--- config.mk ---
export PLATFORM = sky130hd
export DESIGN_NAME = ps2_scan_receiver
export DESIGN_NICKNAME = d
export VERILOG_FILES = /design/src/rtl/ps2_pkg.sv /design/src/rtl/ps2_code_fifo.sv /design/src/rtl/ps2_scan_receiver.sv
export SDC_FILE = /design/constraint.sdc
export NUM_CORES = 1
export LEC_CHECK = 0
export CAP_MARGIN = 10
export CORE_MARGIN = 1
export CORE_UTILIZATION = 50
export CTS_BUF_LIST = sky130_fd_sc_hd__clkbuf_4 sky130_fd_sc_hd__clkbuf_8
export DETAILED_ROUTE_END_ITERATION = 16
export PLACE_DENSITY = 0.77
export SLEW_MARGIN = 20
export SYNTH_ARGS = -nofsm -noshare
export SYNTH_HDL_FRONTEND = slang
export SYNTH_SLANG_ARGS = --single-unit
--- constraint.sdc ---
create_clock -name clk -period 2.1 [get_ports clk]
set_clock_uncertainty 0.05 [all_clocks]
set_input_delay 0.315 -clock clk [delete_from_list [all_inputs] [get_ports clk]]
set_output_delay 0.315 -clock clk [all_outputs]
set_load 0.01 [all_outputs]
--- src/rtl/ps2_pkg.sv ---
// Shared types and constants for the PS/2 scan-code receiver.
//   ps2_state_t : frame FSM states
//   ps2_entry_t : decoded key as stored in the FIFO {ext, brk, code}
package ps2_pkg;

   typedef enum logic [1:0] {
      IDLE,
      DATA,
      PARITY,
      STOP
   } ps2_state_t;

   localparam logic [7:0] PS2_EXT_PREFIX = 8'hE0;
   localparam logic [7:0] PS2_BRK_PREFIX = 8'hF0;

   typedef struct packed {
      logic       ext;
      logic       brk;
      logic [7:0] code;
   } ps2_entry_t;

   localparam int unsigned PS2_ENTRY_W = $bits(ps2_entry_t);

endpackage

--- src/rtl/ps2_code_fifo.sv ---
// Synchronous show-ahead FIFO for decoded scan codes.
//   i_wr_en/i_wr_data : push request (dropped when full unless popping too)
//   i_rd_en           : pop head (ignored when empty)
//   o_rd_data         : head entry, 0 when empty
//   o_valid/o_count   : not-empty flag and occupancy
//   o_overflow        : one-cycle pulse when a push is dropped
module ps2_code_fifo #(
   parameter int unsigned DEPTH = 8,
   parameter int unsigned WIDTH = 10
) (
   input  logic                     clk,
   input  logic                     rst,
   input  logic                     i_wr_en,
   input  logic [WIDTH-1:0]         i_wr_data,
   input  logic                     i_rd_en,
   output logic [WIDTH-1:0]         o_rd_data,
   output logic                     o_valid,
   output logic [$clog2(DEPTH):0]   o_count,
   output logic                     o_overflow
);

   localparam int unsigned AW = $clog2(DEPTH);

   logic [WIDTH-1:0] r_mem [DEPTH];
   logic [AW-1:0]    r_wr_ptr;
   logic [AW-1:0]    r_rd_ptr;
   logic [AW:0]      r_count;
   logic             w_full;
   logic             w_pop;
   logic             w_push;

   assign w_full  = (r_count == (AW+1)'(DEPTH));
   assign w_pop   = i_rd_en && (r_count != '0);
   // A pop in the same cycle frees the slot, so a full FIFO still accepts the push.
   assign w_push  = i_wr_en && (!w_full || w_pop);

   assign o_valid   = (r_count != '0);
   assign o_count   = r_count;
   assign o_rd_data = o_valid ? r_mem[r_rd_ptr] : '0;

   always_ff @(posedge clk) begin
      if (w_push) r_mem[r_wr_ptr] <= i_wr_data;
   end

   always_ff @(posedge clk or posedge rst) begin
      if (rst) begin
         r_wr_ptr   <= '0;
         r_rd_ptr   <= '0;
         r_count    <= '0;
         o_overflow <= 1'b0;
      end else begin
         o_overflow <= i_wr_en && w_full && !w_pop;
         if (w_push) r_wr_ptr <= r_wr_ptr + 1'b1;
         if (w_pop)  r_rd_ptr <= r_rd_ptr + 1'b1;
         case ({w_push, w_pop})
            2'b10:   r_count <= r_count + 1'b1;
            2'b01:   r_count <= r_count - 1'b1;
            default: r_count <= r_count;
         endcase
      end
   end

endmodule

--- src/rtl/ps2_scan_receiver.sv ---
// PS/2 keyboard receiver: synchronises the raw PS/2 lines, deframes 11-bit
// frames, checks parity/stop bit, folds E0/F0 prefixes into ext/brk flags and
// queues decoded keys in a show-ahead FIFO.
//   clk, rst            : system clock, async active-high reset
//   PS2_clk, PS2_DAT    : raw PS/2 pins
//   rd_en               : pop FIFO head
//   valid/code/ext/brk  : FIFO head (zero when empty)
//   count               : FIFO occupancy
//   last_code           : most recent non-prefix code accepted
//   parity_err, frame_err, overflow : one-cycle error pulses
module ps2_scan_receiver
   import ps2_pkg::*;
#(
   parameter int unsigned SYNC_STAGES    = 2,
   parameter int unsigned FIFO_DEPTH     = 8,
   parameter int unsigned TIMEOUT_CYCLES = 50000,
   parameter bit          CHECK_PARITY   = 1'b1
) (
   input  logic                          clk,
   input  logic                          rst,
   input  logic                          PS2_clk,
   input  logic                          PS2_DAT,
   input  logic                          rd_en,
   output logic                          valid,
   output logic [7:0]                    code,
   output logic                          ext,
   output logic                          brk,
   output logic [$clog2(FIFO_DEPTH):0]   count,
   output logic [7:0]                    last_code,
   output logic                          parity_err,
   output logic                          frame_err,
   output logic                          overflow
);

   localparam int unsigned    TW     = $clog2(TIMEOUT_CYCLES);
   localparam logic [TW-1:0]  TO_MAX = TW'(TIMEOUT_CYCLES - 1);

   logic [SYNC_STAGES-1:0] r_clk_sync;
   logic [SYNC_STAGES-1:0] r_dat_sync;
   logic                   r_clk_prev;
   logic                   w_clk_s;
   logic                   w_dat_s;
   logic                   w_fall;

   ps2_state_t             r_state;
   logic [2:0]             r_bit_cnt;
   logic [7:0]             r_shreg;
   logic                   r_par;
   logic                   r_ext_pend;
   logic                   r_brk_pend;
   logic [TW-1:0]          r_to_cnt;
   logic                   r_push;
   ps2_entry_t             r_push_entry;
   logic                   w_par_ok;
   logic [PS2_ENTRY_W-1:0] w_head;
   ps2_entry_t             w_head_e;

   assign w_clk_s  = r_clk_sync[SYNC_STAGES-1];
   assign w_dat_s  = r_dat_sync[SYNC_STAGES-1];
   assign w_fall   = r_clk_prev && !w_clk_s;
   assign w_par_ok = !CHECK_PARITY || (^{r_shreg, r_par} == 1'b1);

   always_ff @(posedge clk or posedge rst) begin
      if (rst) begin
         r_clk_sync <= '1;
         r_dat_sync <= '1;
         r_clk_prev <= 1'b1;
      end else begin
         r_clk_sync <= {r_clk_sync[SYNC_STAGES-2:0], PS2_clk};
         r_dat_sync <= {r_dat_sync[SYNC_STAGES-2:0], PS2_DAT};
         r_clk_prev <= w_clk_s;
      end
   end

   always_ff @(posedge clk or posedge rst) begin
      if (rst) begin
         r_state      <= IDLE;
         r_bit_cnt    <= '0;
         r_shreg      <= '0;
         r_par        <= 1'b0;
         r_ext_pend   <= 1'b0;
         r_brk_pend   <= 1'b0;
         r_to_cnt     <= '0;
         r_push       <= 1'b0;
         r_push_entry <= '0;
         last_code    <= '0;
         parity_err   <= 1'b0;
         frame_err    <= 1'b0;
      end else begin
         parity_err <= 1'b0;
         frame_err  <= 1'b0;
         r_push     <= 1'b0;

         if (r_state == IDLE || w_fall) r_to_cnt <= '0;
         else                           r_to_cnt <= r_to_cnt + 1'b1;

         if (w_fall) begin
            case (r_state)
               IDLE: begin
                  if (!w_dat_s) begin
                     r_state   <= DATA;
                     r_bit_cnt <= '0;
                     r_shreg   <= '0;
                  end
               end
               DATA: begin
                  r_shreg[r_bit_cnt] <= w_dat_s;
                  r_bit_cnt          <= r_bit_cnt + 3'd1;
                  if (r_bit_cnt == 3'd7) r_state <= PARITY;
               end
               PARITY: begin
                  r_par   <= w_dat_s;
                  r_state <= STOP;
               end
               STOP: begin
                  r_state <= IDLE;
                  if (!w_dat_s) begin
                     frame_err  <= 1'b1;
                     r_ext_pend <= 1'b0;
                     r_brk_pend <= 1'b0;
                  end else if (!w_par_ok) begin
                     parity_err <= 1'b1;
                     r_ext_pend <= 1'b0;
                     r_brk_pend <= 1'b0;
                  end else if (r_shreg == PS2_EXT_PREFIX) begin
                     r_ext_pend <= 1'b1;
                  end else if (r_shreg == PS2_BRK_PREFIX) begin
                     r_brk_pend <= 1'b1;
                  end else begin
                     r_push            <= 1'b1;
                     r_push_entry.ext  <= r_ext_pend;
                     r_push_entry.brk  <= r_brk_pend;
                     r_push_entry.code <= r_shreg;
                     last_code         <= r_shreg;
                     r_ext_pend        <= 1'b0;
                     r_brk_pend        <= 1'b0;
                  end
               end
               default: r_state <= IDLE;
            endcase
         end else if (r_state != IDLE && r_to_cnt == TO_MAX) begin
            // Abandon the frame but keep prefixes already seen.
            r_state   <= IDLE;
            frame_err <= 1'b1;
         end
      end
   end

   ps2_code_fifo #(
      .DEPTH (FIFO_DEPTH),
      .WIDTH (PS2_ENTRY_W)
   ) u_fifo (
      .clk        (clk),
      .rst        (rst),
      .i_wr_en    (r_push),
      .i_wr_data  (r_push_entry),
      .i_rd_en    (rd_en),
      .o_rd_data  (w_head),
      .o_valid    (valid),
      .o_count    (count),
      .o_overflow (overflow)
   );

   assign w_head_e = ps2_entry_t'(w_head);
   assign code     = w_head_e.code;
   assign ext      = w_head_e.ext;
   assign brk      = w_head_e.brk;

endmodule

==> run metrics <==
port buffer count=30; ant diodes=0; metal2 WL=between 6 and 7 mm; Overflow after GRT=0; CTS max path bufs=2; PD cells=1120 nW/um2; H-Tree Depth=4; largest net degree at the start of global routing=26; Routed WL=approximately 12 mm; routed wl met3=roughly 470 um; DRT met1 WL=approximately 4.9 mm; worst skew pair latency=around 0.46 ns; Reg clk slew, reported paths=~0.08 ns; CTS Buf Count=17; Synth Flop Type=edfxtp_1; Slew Limit Fails=0; Setup CP Type=flop to output pin; synthesized area=around 6200 um2; share of layout cells above drive strength 1=around 30%; Die X=roughly 110 um; DIE HEIGHT=113 um; Tmin final=2.41 ns; full die area=12,800 um2; Multi-input gate area=about 2100 um2; unrepaired setup endpoints after global routing=true; YS warnings=0; Tcrit/Tclk final=115%; Synthesized Nets=about 460; initial antenna violation count=0; vias in the first global route=~3,700; area grow syn2layout=21.3%; Power, Total=~8.4 mW; final setup violation count=21; Post-route DRC=0; All-Layer GR Usage=between 20% and 30%; Hold Path Class=primary input to asynchronous set/reset pin; first-pass GRT wire length=around 19 mm; std cell rows=40; clk sinks=roughly 140; Max-Cap Viols=0; CTS tree=yes; Worst Tran Pin Value=between 0.4 and 0.5 ns; most frequent cells in the layout=edfxtp_1 (80), dfrtp_1 (54), nor2_1 (44); number of flops mapped to enable cells by yosys=80; CP max FO=5; FFs w/ async S/R, synth=a little over two fifths; gpl congestion=roughly 0.83; startpoint types=flop; achievable frequency=approximately 420 MHz; Core Util, Final=~62%; register area share after synthesis=between 60% and 70%; Starting Density=51.3%; via count=3,690; Avg Vias per Cell=~5.4; Final Hold Viols=0; Peak VDD IR=0.000527 V; outcome=finished, violations left; Routed Antenna Nets=0; hpwl dp=7.55 mm; Worst setup EP type=output pin; P_leak=about 3.0 nW; required time of the critical path=between 1.5 and 2 ns; I/O Pins=31; commonest non-fill, non-tap cell in the layout=edfxtp_1; Slew headroom=a little over two thirds; Final nets=around 540; Syn Inst Count=about 440; DRT iter0 DRCs=approximately 180; core area=about 12,000 um2; failing checks=setup timing; setup ws final=-0.309 ns; Initial DRT Pass Iterations=6; Routed WL per cell=17.4 um; crit path DAT=~2.0 ns; Reg area=3940 um2; hold_buf cts=0; Cell variety after synth=between 40 and 50; Synth Register Bits=about 140; syn avg cell area=13.9 um2; Fillers=just under 900; Root Driver=clkbuf_8; top layer in use=met4
==> critical path: stages (launching register included) <==
cell	delay, ns
dfrtp_2	0.47
buf_4	0.16
buf_12	0.11
mux4_2	0.50
mux2i_1	0.16
nor2_1	0.05
buf_2	0.13
==> power by group <==
group,leakage (nW),switching (mW),internal [mW]
combinational,1.23,1.32,1.52
sequential,1.56,0.307,3.14
clock,0.193,1.14,0.975
==> final timing paths <==
| check | from | cells past startpoint | slack (ns) | to |
|---|---|---|---|---|
| setup / recovery | u_fifo.r_rd_ptr[0]$_DFFE_PP0P_ | 6 | -0.31 | brk |
| hold / removal | rst | 2 | 0.14 | r_to_cnt[1]$_DFF_PP0_ |
| setup reg to reg | r_shreg[7]$_DFFE_PP0P_ | 7 | -0.27 | r_push_entry[2]$_DFFE_PP0P_ |
| hold reg to reg | r_dat_sync[0]$_DFF_PP1_ | 0 | 0.31 | r_dat_sync[1]$_DFF_PP1_ |
| max in group asynchronous | rst | 3 | 1.32 | r_dat_sync[1]$_DFF_PP1_ |
| min in group clk | PS2_clk | 1 | 0.21 | r_clk_sync[0]$_DFF_PP1_ |
==> logic make-up (layout without fill, tap and decap cells) <==
family / count (synthesis) / after routing / synth area share (%)
buffers and inverters: 38 / 128 / 3.11
flip-flops: 141 / 141 / 63.9
XOR/XNOR: 26 / 26 / 4.07
adder cells (fa/ha/maj): 12 / 12 / 2.44
multiplexers: 45 / 45 / 12.2
AND/OR/NAND/NOR: 136 / 136 / 10.2
AO/OA/AOI/OAI: 44 / 44 / 4.09
==> cells in the mapped netlist, types with 2 or more instances <==
cell type | number | area share (%)
a211oi_1 | 2 | 0.24
a21oi_1 | 9 | 0.73
a31oi_1 | 3 | 0.30
and2_1 | 2 | 0.20
and3_1 | 4 | 0.41
buf_1 | 3 | 0.18
buf_4 | 8 | 0.98
clkbuf_1 | 11 | 0.67
dfrtp_1 | 56 | 23
dfstp_2 | 5 | 2.1
edfxtp_1 | 80 | 39
ha_1 | 12 | 2.4
inv_1 | 14 | 0.85
mux2_2 | 3 | 0.55
mux2_4 | 8 | 2.0
mux2i_1 | 13 | 2.1
mux4_2 | 20 | 7.3
nand2_1 | 40 | 2.4
nand2b_1 | 9 | 0.91
nand3_1 | 12 | 0.98
nand3b_1 | 3 | 0.37
nand4_1 | 2 | 0.20
nor2_1 | 45 | 2.7
nor2b_1 | 2 | 0.20
nor3_1 | 5 | 0.41
nor4_1 | 3 | 0.30
o21a_1 | 2 | 0.24
o21ai_0 | 22 | 1.8
o31ai_1 | 2 | 0.24
or2_2 | 2 | 0.20
or3_1 | 4 | 0.41
xnor2_1 | 12 | 1.7
xor2_1 | 12 | 1.7
==> what timing repair did <==
item                                   in CTS  in global routing
resized for setup                          57                 16
endpoints found under the hold margin       0                  0
setup endpoints to repair                  22                 28
setup buffers                              10                  4
gates cloned                                2                  0
pin swaps                                   5                 11
==> layer usage <==
| metal | GRT usage, % | vias to the layer above |
|---|---|---|
| met2 | 35.5 | 76 |
| li1 | - | 1742 |
| met1 | 23.4 | 1852 |
| met4 | 10.4 | 0 |
| met3 | 4.98 | 20 |
| met5 | 0 | - |
==> layout make-up <==
class / instances / share of cell area, %
repair buffers: 82 / 10.3
flip-flops and latches: 141 / 52.7
inverters: 14 / 0.704
clock inverters: 15 / 2.06
clock buffers: 17 / 3.13
multi-input cells: 263 / 28.6
well taps: 147 / 2.46
==> stage by stage <==
step / setup TNS, ns / cell area [um2] / instances / setup WS (ns) / hold WS, ns
finish: -4.42 / 7470 / 679 / -0.309 / 0.136
global route: -6.34 / 7470 / 679 / -0.402 / 0.175
CTS: -4.90 / 7450 / 679 / -0.413 / 0.125
detailed placement: -3.02 / 6910 / 635 / -0.262 / 0.298
global placement: -2.19 / 6910 / 635 / -0.182 / 0.296
floorplan: -1.04 / 6180 / 442 / -0.139 / 0.269
==> state kept, by name, summed over array words and instances, names as in the netlist, 2 cells and up <==
signal,cells
u_fifo.r_mem,80
r_to_cnt,16
r_push_entry,10
r_shreg,8
u_fifo.o_count,4
r_bit_cnt,3
u_fifo.r_rd_ptr,3
u_fifo.r_wr_ptr,3
r_clk_sync,2
r_dat_sync,2
r_state,2
No activity file was read; power rests on OpenSTA's default activity.
